<file path="config.mk">
export PLATFORM = sky130hd
export DESIGN_NAME = seven_segment_display_arbiter
export DESIGN_NICKNAME = d
export VERILOG_FILES = /design/src/rtl/seven_segment_display_arbiter.sv
export SDC_FILE = /design/constraint.sdc
export NUM_CORES = 1
export LEC_CHECK = 0
export BUFFER_PORTS_ARGS = -buffer_cell sky130_fd_sc_hd__buf_2
export CAP_MARGIN = 20
export CORE_MARGIN = 2
export CORE_UTILIZATION = 35
export CTS_CLUSTER_DIAMETER = 60
export DETAILED_ROUTE_END_ITERATION = 16
export PLACE_DENSITY = 0.55
export SYNTH_ARGS = -nofsm -noshare
export SYNTH_HDL_FRONTEND = slang
export SYNTH_SLANG_ARGS = --single-unit
</file>
<file path="constraint.sdc">
create_clock -name clk -period 3 [get_ports clk]
set_input_delay 0.3 -clock clk [delete_from_list [all_inputs] [get_ports clk]]
set_output_delay 0.3 -clock clk [all_outputs]
set_load 0.03 [all_outputs]
</file>
<file path="src/rtl/seven_segment_display_arbiter.sv">
// ----------------------------------------------------------------------------
// seven_segment_display_arbiter
//
// Shares one 8-digit seven-segment display between NUM_SRC value sources and
// a single one-shot alert source. Valid sources are shown round-robin, each
// for DWELL_CYCLES clocks. A "next" pulse skips ahead early, and "freeze"
// holds the current source. An alert request preempts the rotation for
// ALERT_CYCLES clocks.
//
// Ports
//   clk          system clock
//   rst_n        asynchronous active-low reset
//   src_val      packed source values, source i at [32*i+31:32*i]
//   src_valid    per-source eligibility
//   next         one-cycle pulse: advance to the next valid source now
//   freeze       hold the current source, dwell timer paused
//   alert_req    alert request, held until alert_ack
//   alert_val    alert value, captured when the request is accepted
//   alert_ack    one-cycle pulse: alert accepted
//   disp_val     value driven to the seven-segment controller
//   disp_src     index of the source being shown
//   disp_alert   high while the alert is shown
//   disp_strobe  one-cycle pulse alongside a new disp_src/disp_alert
// ----------------------------------------------------------------------------
module seven_segment_display_arbiter #(
   parameter int NUM_SRC      = 4,
   parameter int DWELL_CYCLES = 100_000_000,
   parameter int ALERT_CYCLES = 50_000_000
) (
   input  logic                       clk,
   input  logic                       rst_n,
   input  logic [32*NUM_SRC-1:0]      src_val,
   input  logic [NUM_SRC-1:0]         src_valid,
   input  logic                       next,
   input  logic                       freeze,
   input  logic                       alert_req,
   input  logic [31:0]                alert_val,
   output logic                       alert_ack,
   output logic [31:0]                disp_val,
   output logic [$clog2(NUM_SRC)-1:0] disp_src,
   output logic                       disp_alert,
   output logic                       disp_strobe
);

   localparam int SEL_W = $clog2(NUM_SRC);
   // Sources are padded to a power of two. The search can then wrap by plain
   // overflow of the select counter. Padded slots are never valid.
   localparam int NPAD  = 1 << SEL_W;
   localparam int DW_W  = $clog2(DWELL_CYCLES);
   localparam int AW_W  = $clog2(ALERT_CYCLES);

   localparam logic [DW_W-1:0] DWELL_LAST = DW_W'(DWELL_CYCLES - 1);
   localparam logic [AW_W-1:0] ALERT_LAST = AW_W'(ALERT_CYCLES - 1);

   localparam logic [1:0] ST_IDLE  = 2'd0;
   localparam logic [1:0] ST_SHOW  = 2'd1;
   localparam logic [1:0] ST_ALERT = 2'd2;

   logic [1:0]       state_q,  state_d;
   logic [SEL_W-1:0] sel_q,    sel_d;
   logic [DW_W-1:0]  dwell_q,  dwell_d;
   logic [AW_W-1:0]  acnt_q,   acnt_d;
   logic [31:0]      val_q,    val_d;
   logic             alert_q,  alert_d;
   logic             ack_q,    ack_d;
   logic             strobe_q, strobe_d;

   logic [31:0]      val_arr [NPAD];
   logic [NPAD-1:0]  vld_pad;
   logic [SEL_W:0]   nxt_pick;
   logic [SEL_W:0]   low_pick;
   logic             adv;

   for (genvar g = 0; g < NPAD; g++) begin : g_pad
      if (g < NUM_SRC) begin : g_src
         assign val_arr[g] = src_val[32*g +: 32];
         assign vld_pad[g] = src_valid[g];
      end else begin : g_zero
         assign val_arr[g] = '0;
         assign vld_pad[g] = 1'b0;
      end
   end

   // Searches cur+1, cur+2, ... and wraps back to cur itself last.
   // The result is {found, index}.
   function automatic logic [SEL_W:0] pick_next(input logic [SEL_W-1:0] cur,
                                                input logic [NPAD-1:0]  vld);
      logic             found;
      logic [SEL_W-1:0] idx;
      logic [SEL_W-1:0] cand;
      found = 1'b0;
      idx   = cur;
      for (int k = 1; k <= NPAD; k++) begin
         cand = cur + SEL_W'(k);
         if (!found && vld[cand]) begin
            found = 1'b1;
            idx   = cand;
         end
      end
      return {found, idx};
   endfunction

   always_comb begin
      state_d  = state_q;
      sel_d    = sel_q;
      dwell_d  = dwell_q;
      acnt_d   = acnt_q;
      val_d    = val_q;
      alert_d  = alert_q;
      ack_d    = 1'b0;
      adv      = 1'b0;
      nxt_pick = pick_next(sel_q, vld_pad);
      // Starting "before" slot 0 makes the search return the lowest valid index.
      low_pick = pick_next({SEL_W{1'b1}}, vld_pad);

      case (state_q)
         ST_IDLE: begin
            val_d   = '0;
            alert_d = 1'b0;
            if (alert_req) begin
               ack_d   = 1'b1;
               val_d   = alert_val;
               alert_d = 1'b1;
               acnt_d  = '0;
               state_d = ST_ALERT;
            end else if (low_pick[SEL_W]) begin
               sel_d   = low_pick[SEL_W-1:0];
               dwell_d = '0;
               val_d   = val_arr[low_pick[SEL_W-1:0]];
               state_d = ST_SHOW;
            end
         end

         ST_SHOW: begin
            val_d = val_arr[sel_q];
            if (alert_req) begin
               // The alert wins over any advance in the same cycle. The dwell
               // count is left as is, so an expiry still fires on return.
               ack_d   = 1'b1;
               val_d   = alert_val;
               alert_d = 1'b1;
               acnt_d  = '0;
               state_d = ST_ALERT;
            end else begin
               adv = !vld_pad[sel_q] ||
                     (!freeze && (next || (dwell_q == DWELL_LAST)));
               if (adv) begin
                  dwell_d = '0;
                  if (nxt_pick[SEL_W]) begin
                     sel_d = nxt_pick[SEL_W-1:0];
                     val_d = val_arr[nxt_pick[SEL_W-1:0]];
                  end else begin
                     val_d   = '0;
                     state_d = ST_IDLE;
                  end
               end else if (!freeze) begin
                  dwell_d = dwell_q + DW_W'(1);
               end
            end
         end

         ST_ALERT: begin
            if (acnt_q == ALERT_LAST) begin
               alert_d = 1'b0;
               if (|vld_pad) begin
                  // Resume the same source. If it went invalid meanwhile, the
                  // first cycle back in SHOW advances away from it.
                  val_d   = val_arr[sel_q];
                  state_d = ST_SHOW;
               end else begin
                  val_d   = '0;
                  dwell_d = '0;
                  state_d = ST_IDLE;
               end
            end else begin
               acnt_d = acnt_q + AW_W'(1);
            end
         end

         default: begin
            val_d   = '0;
            alert_d = 1'b0;
            state_d = ST_IDLE;
         end
      endcase

      // The strobe is registered together with the new src/alert, so it lands
      // in the first cycle of the changed display. Entry from IDLE strobes even
      // when the selected index happens to equal the previous one.
      strobe_d = (sel_d != sel_q) || (alert_d != alert_q) ||
                 ((state_q == ST_IDLE) && (state_d == ST_SHOW));
   end

   always_ff @(posedge clk or negedge rst_n) begin
      if (!rst_n) begin
         state_q  <= ST_IDLE;
         sel_q    <= '0;
         dwell_q  <= '0;
         acnt_q   <= '0;
         val_q    <= '0;
         alert_q  <= 1'b0;
         ack_q    <= 1'b0;
         strobe_q <= 1'b0;
      end else begin
         state_q  <= state_d;
         sel_q    <= sel_d;
         dwell_q  <= dwell_d;
         acnt_q   <= acnt_d;
         val_q    <= val_d;
         alert_q  <= alert_d;
         ack_q    <= ack_d;
         strobe_q <= strobe_d;
      end
   end

   assign alert_ack   = ack_q;
   assign disp_val    = val_q;
   assign disp_src    = sel_q;
   assign disp_alert  = alert_q;
   assign disp_strobe = strobe_q;

endmodule
</file>
==> run metrics <==
status=finished, final reports clean; worst skew pair latency=360 ps; Final WS setup=about 260 ps; worst-margin pin slew=957 ps; Unique masters post-synth=61; worst hold-check path type=in -> reg; Sw Share=0.481; critical path capture point type=flop; layout cells sized above 1=0.282; LEAKAGE=approximately 4.2 nW; synth top area cells=dfrtp_1 28%, mux4_2 9.1%, mux2i_1 7.5%; Ys Warns=0; WL/cell=20.8 um; first-pass GRT wire length=46300 um; TritonRoute pass-1 iters=5; CTS tree=built; Clock Path Buffers=2; Seq pwr share=0.230; Peak Freq=364 MHz; critical path launch point type=flop; routed vias=between 8000 and 9000; Slew headroom=0.362; Final Max Slew Viols=0; Hold EP=disp_val[26]; setup TNS=0 ps; syn_nets=1111; Clock Power Share=0.152; Post-DRT Antenna Nets=0; WHS=202 ps; Psw=0.00361 W; Post-synth top flop=dfrtp_1; largest area contributor in the netlist=dfrtp_1; Worst Clk Skew=~12 ps; DP Area=between 9000 and 10000 um^2; Via-to-Cell Ratio=6.10; Detailed Place HPWL=about 20000 um; pwr dens=approximately 770 nW/um^2; Worst Hold Launch=alert_val[26]; Worst VDD drop=0.000420 V; hold depth=3; Starting Density=0.358; flop-to-flop setup slack=approximately 260 ps; Initial DRC Count=around 650; Required @ worst endpoint=3250 ps; Final Cell Area=9820 um^2; Layout area overhead=20.6%; die height=around 160 um; clk sinks=92; Port Buffers=just over 200; Max Fanout on Critical Path=8; RSZ-0062 raised after global routing=false; Mapped Cells=940; Worst EP arrival=3000 ps; Critical R2R Capture=dwell_q[8]; post-synthesis sequential area ratio=0.283; htree depth=3; Clock transition at path regs=70 ps; Total GRT Usage=0.239; grt ovf=0; gpl congestion=0.899; Final Hold Fails=0; Die X=157 um; final critical-path required period=roughly 2700 ps; clock buffer count from CTS=9; reg2reg path depth=8; largest net degree at the start of global routing=53; #FFs+latches synth=92; Pint=slightly below 0.004 W; Rows=55; top cell type's share of synthesized area=0.283; die area=24500 um^2; kind of critical path=reg -> reg; Root Driver=clkbuf_16; crit share post-route=0.915; Placement Setup Slack=16.1 ps; endpoints failing setup=0; nets@finish=1279; reg-to-reg startpoint=dwell_q[0]; Async S/R FF share, synth=1.00; total of max-cap violations=0; DRC=0; DRT Wirelength=29200 um; Top Ports=~210; Core Region=roughly 23000 um^2; vias in the first global route=roughly 8500; Combinational Power Share=0.617; initial antenna violation count=9; number of enable flip-flop cells after synthesis=0; post-synthesis instance area=8140 um^2; syn_area_per_cell=a little under 9 um^2
synth_stat cells (2+ instances only):
cell,count
buf_4,4
a22oi_1,18
a31oi_1,18
a211o_1,14
o311a_1,2
or2_2,3
ha_1,2
xor2_1,11
o211ai_1,16
nor4_1,7
nor2_1,59
nand4_1,16
buf_2,19
nand2b_1,3
a221o_1,37
buf_1,4
inv_1,16
a41oi_1,4
nand2_1,83
xnor2_1,10
a21boi_0,14
nor2b_1,23
o21ai_0,64
a21oi_1,35
or3_1,6
or4_1,2
a221oi_1,32
o22ai_1,19
and4_1,7
nand3_1,27
nor3_1,38
and2_1,5
dfrtp_1,92
a21o_1,5
o31ai_1,4
a211oi_1,36
clkbuf_1,60
a31o_2,5
and3_1,5
nand4b_1,2
mux4_2,33
mux2i_1,61
critical path, stage by stage, from the launching register on:
cell,delay (ps)
dfrtp_1,410
ha_1,240
and4b_1,320
nand3_1,120
o31ai_2,620
buf_4,280
nand2b_1,270
o21ai_0,140
a32o_1,230
timing repair:
item	CTS	global route
buffers inserted	0	0
endpoints found under the setup margin	0	1
hold buffers	1	0
resized for setup	0	1
endpoints found under the hold margin	40	0
metal layers:
layer  GRT usage  vias to the layer above  wire length, um  share of wire
met5           0                        -               11        0.00038
met4       0.105                        2              864          0.030
met3      0.0374                       63             1810          0.062
met2       0.381                      351            13700           0.47
met1       0.322                     4105            12800           0.44
li1            -                     4051                -              -
cells in the final DEF (no fill, tap or decap), drive strengths merged, types with 32 or more instances in the layout:
cell type / netlist / final
a221oi: 32 / 32
o21ai: 65 / 65
a21oi: 35 / 35
dfrtp: 92 / 92
nor3: 39 / 39
nand2: 84 / 84
nor2: 59 / 59
mux4: 33 / 33
mux2i: 61 / 61
a221o: 37 / 37
buf: 28 / 245
a211oi: 36 / 36
cells by family after synthesis:
family	count (synthesis)	share of synthesized area
AOI/OAI and AO/OA	334	0.294
muxes	94	0.166
adders and majority gates	2	0.00307
buffers and inverters	105	0.0543
and+or+nand+nor	292	0.177
xor gates and xnor gates	21	0.0226
DFF	92	0.283
worst max path at each step:
| stage | startpoint | cells after the start | end | slack (ps) |
|---|---|---|---|---|
| after floorplan | disp_src[0] | 6 | disp_val[15] | 590 |
| after global placement | acnt_q[0] | 6 | acnt_q[23] | 120 |
| after detailed placement | acnt_q[0] | 6 | acnt_q[23] | 20 |
| after CTS | acnt_q[0] | 6 | acnt_q[23] | 10 |
| after global routing | dwell_q[0] | 8 | dwell_q[8] | 50 |
| final | dwell_q[0] | 8 | dwell_q[8] | 260 |
power groups by stage:
stage	sequential, W	combinational (W)	clock (W)
floorplan	0.00211	0.00289	0
global placement	0.00175	0.00459	0
detailed placement	0.00174	0.00461	0
CTS	0.00173	0.00463	0.00117
global route	0.00176	0.00502	0.00123
finish	0.00173	0.00464	0.00115
layout make-up:
class / instances / area (um^2)
fillers: 2332 / 12900
multi-input cells: 743 / 5420
flip-flops and latches: 92 / 2300
repair buffers: 246 / 1380
well taps: 285 / 357
clock buffers: 10 / 229
inverters: 16 / 60.1
clock inverters: 6 / 53.8
diodes: 7 / 17.5
sequential cells by signal, indices dropped and copies added, names as in the netlist:
name         cells
disp_val        32
dwell_q         27
acnt_q          26
disp_src         2
state_q          2
alert_ack        1
disp_alert       1
disp_strobe      1
per-stage QoR:
stage               cells  total power [W]   util
global route         1405          0.00801  0.432
floorplan             940          0.00500      -
global placement     1380          0.00634  0.418
detailed placement   1380          0.00636  0.418
CTS                  1397          0.00753  0.431
finish               1405          0.00752  0.432
Note: power is estimated with default switching activity, not from simulation.
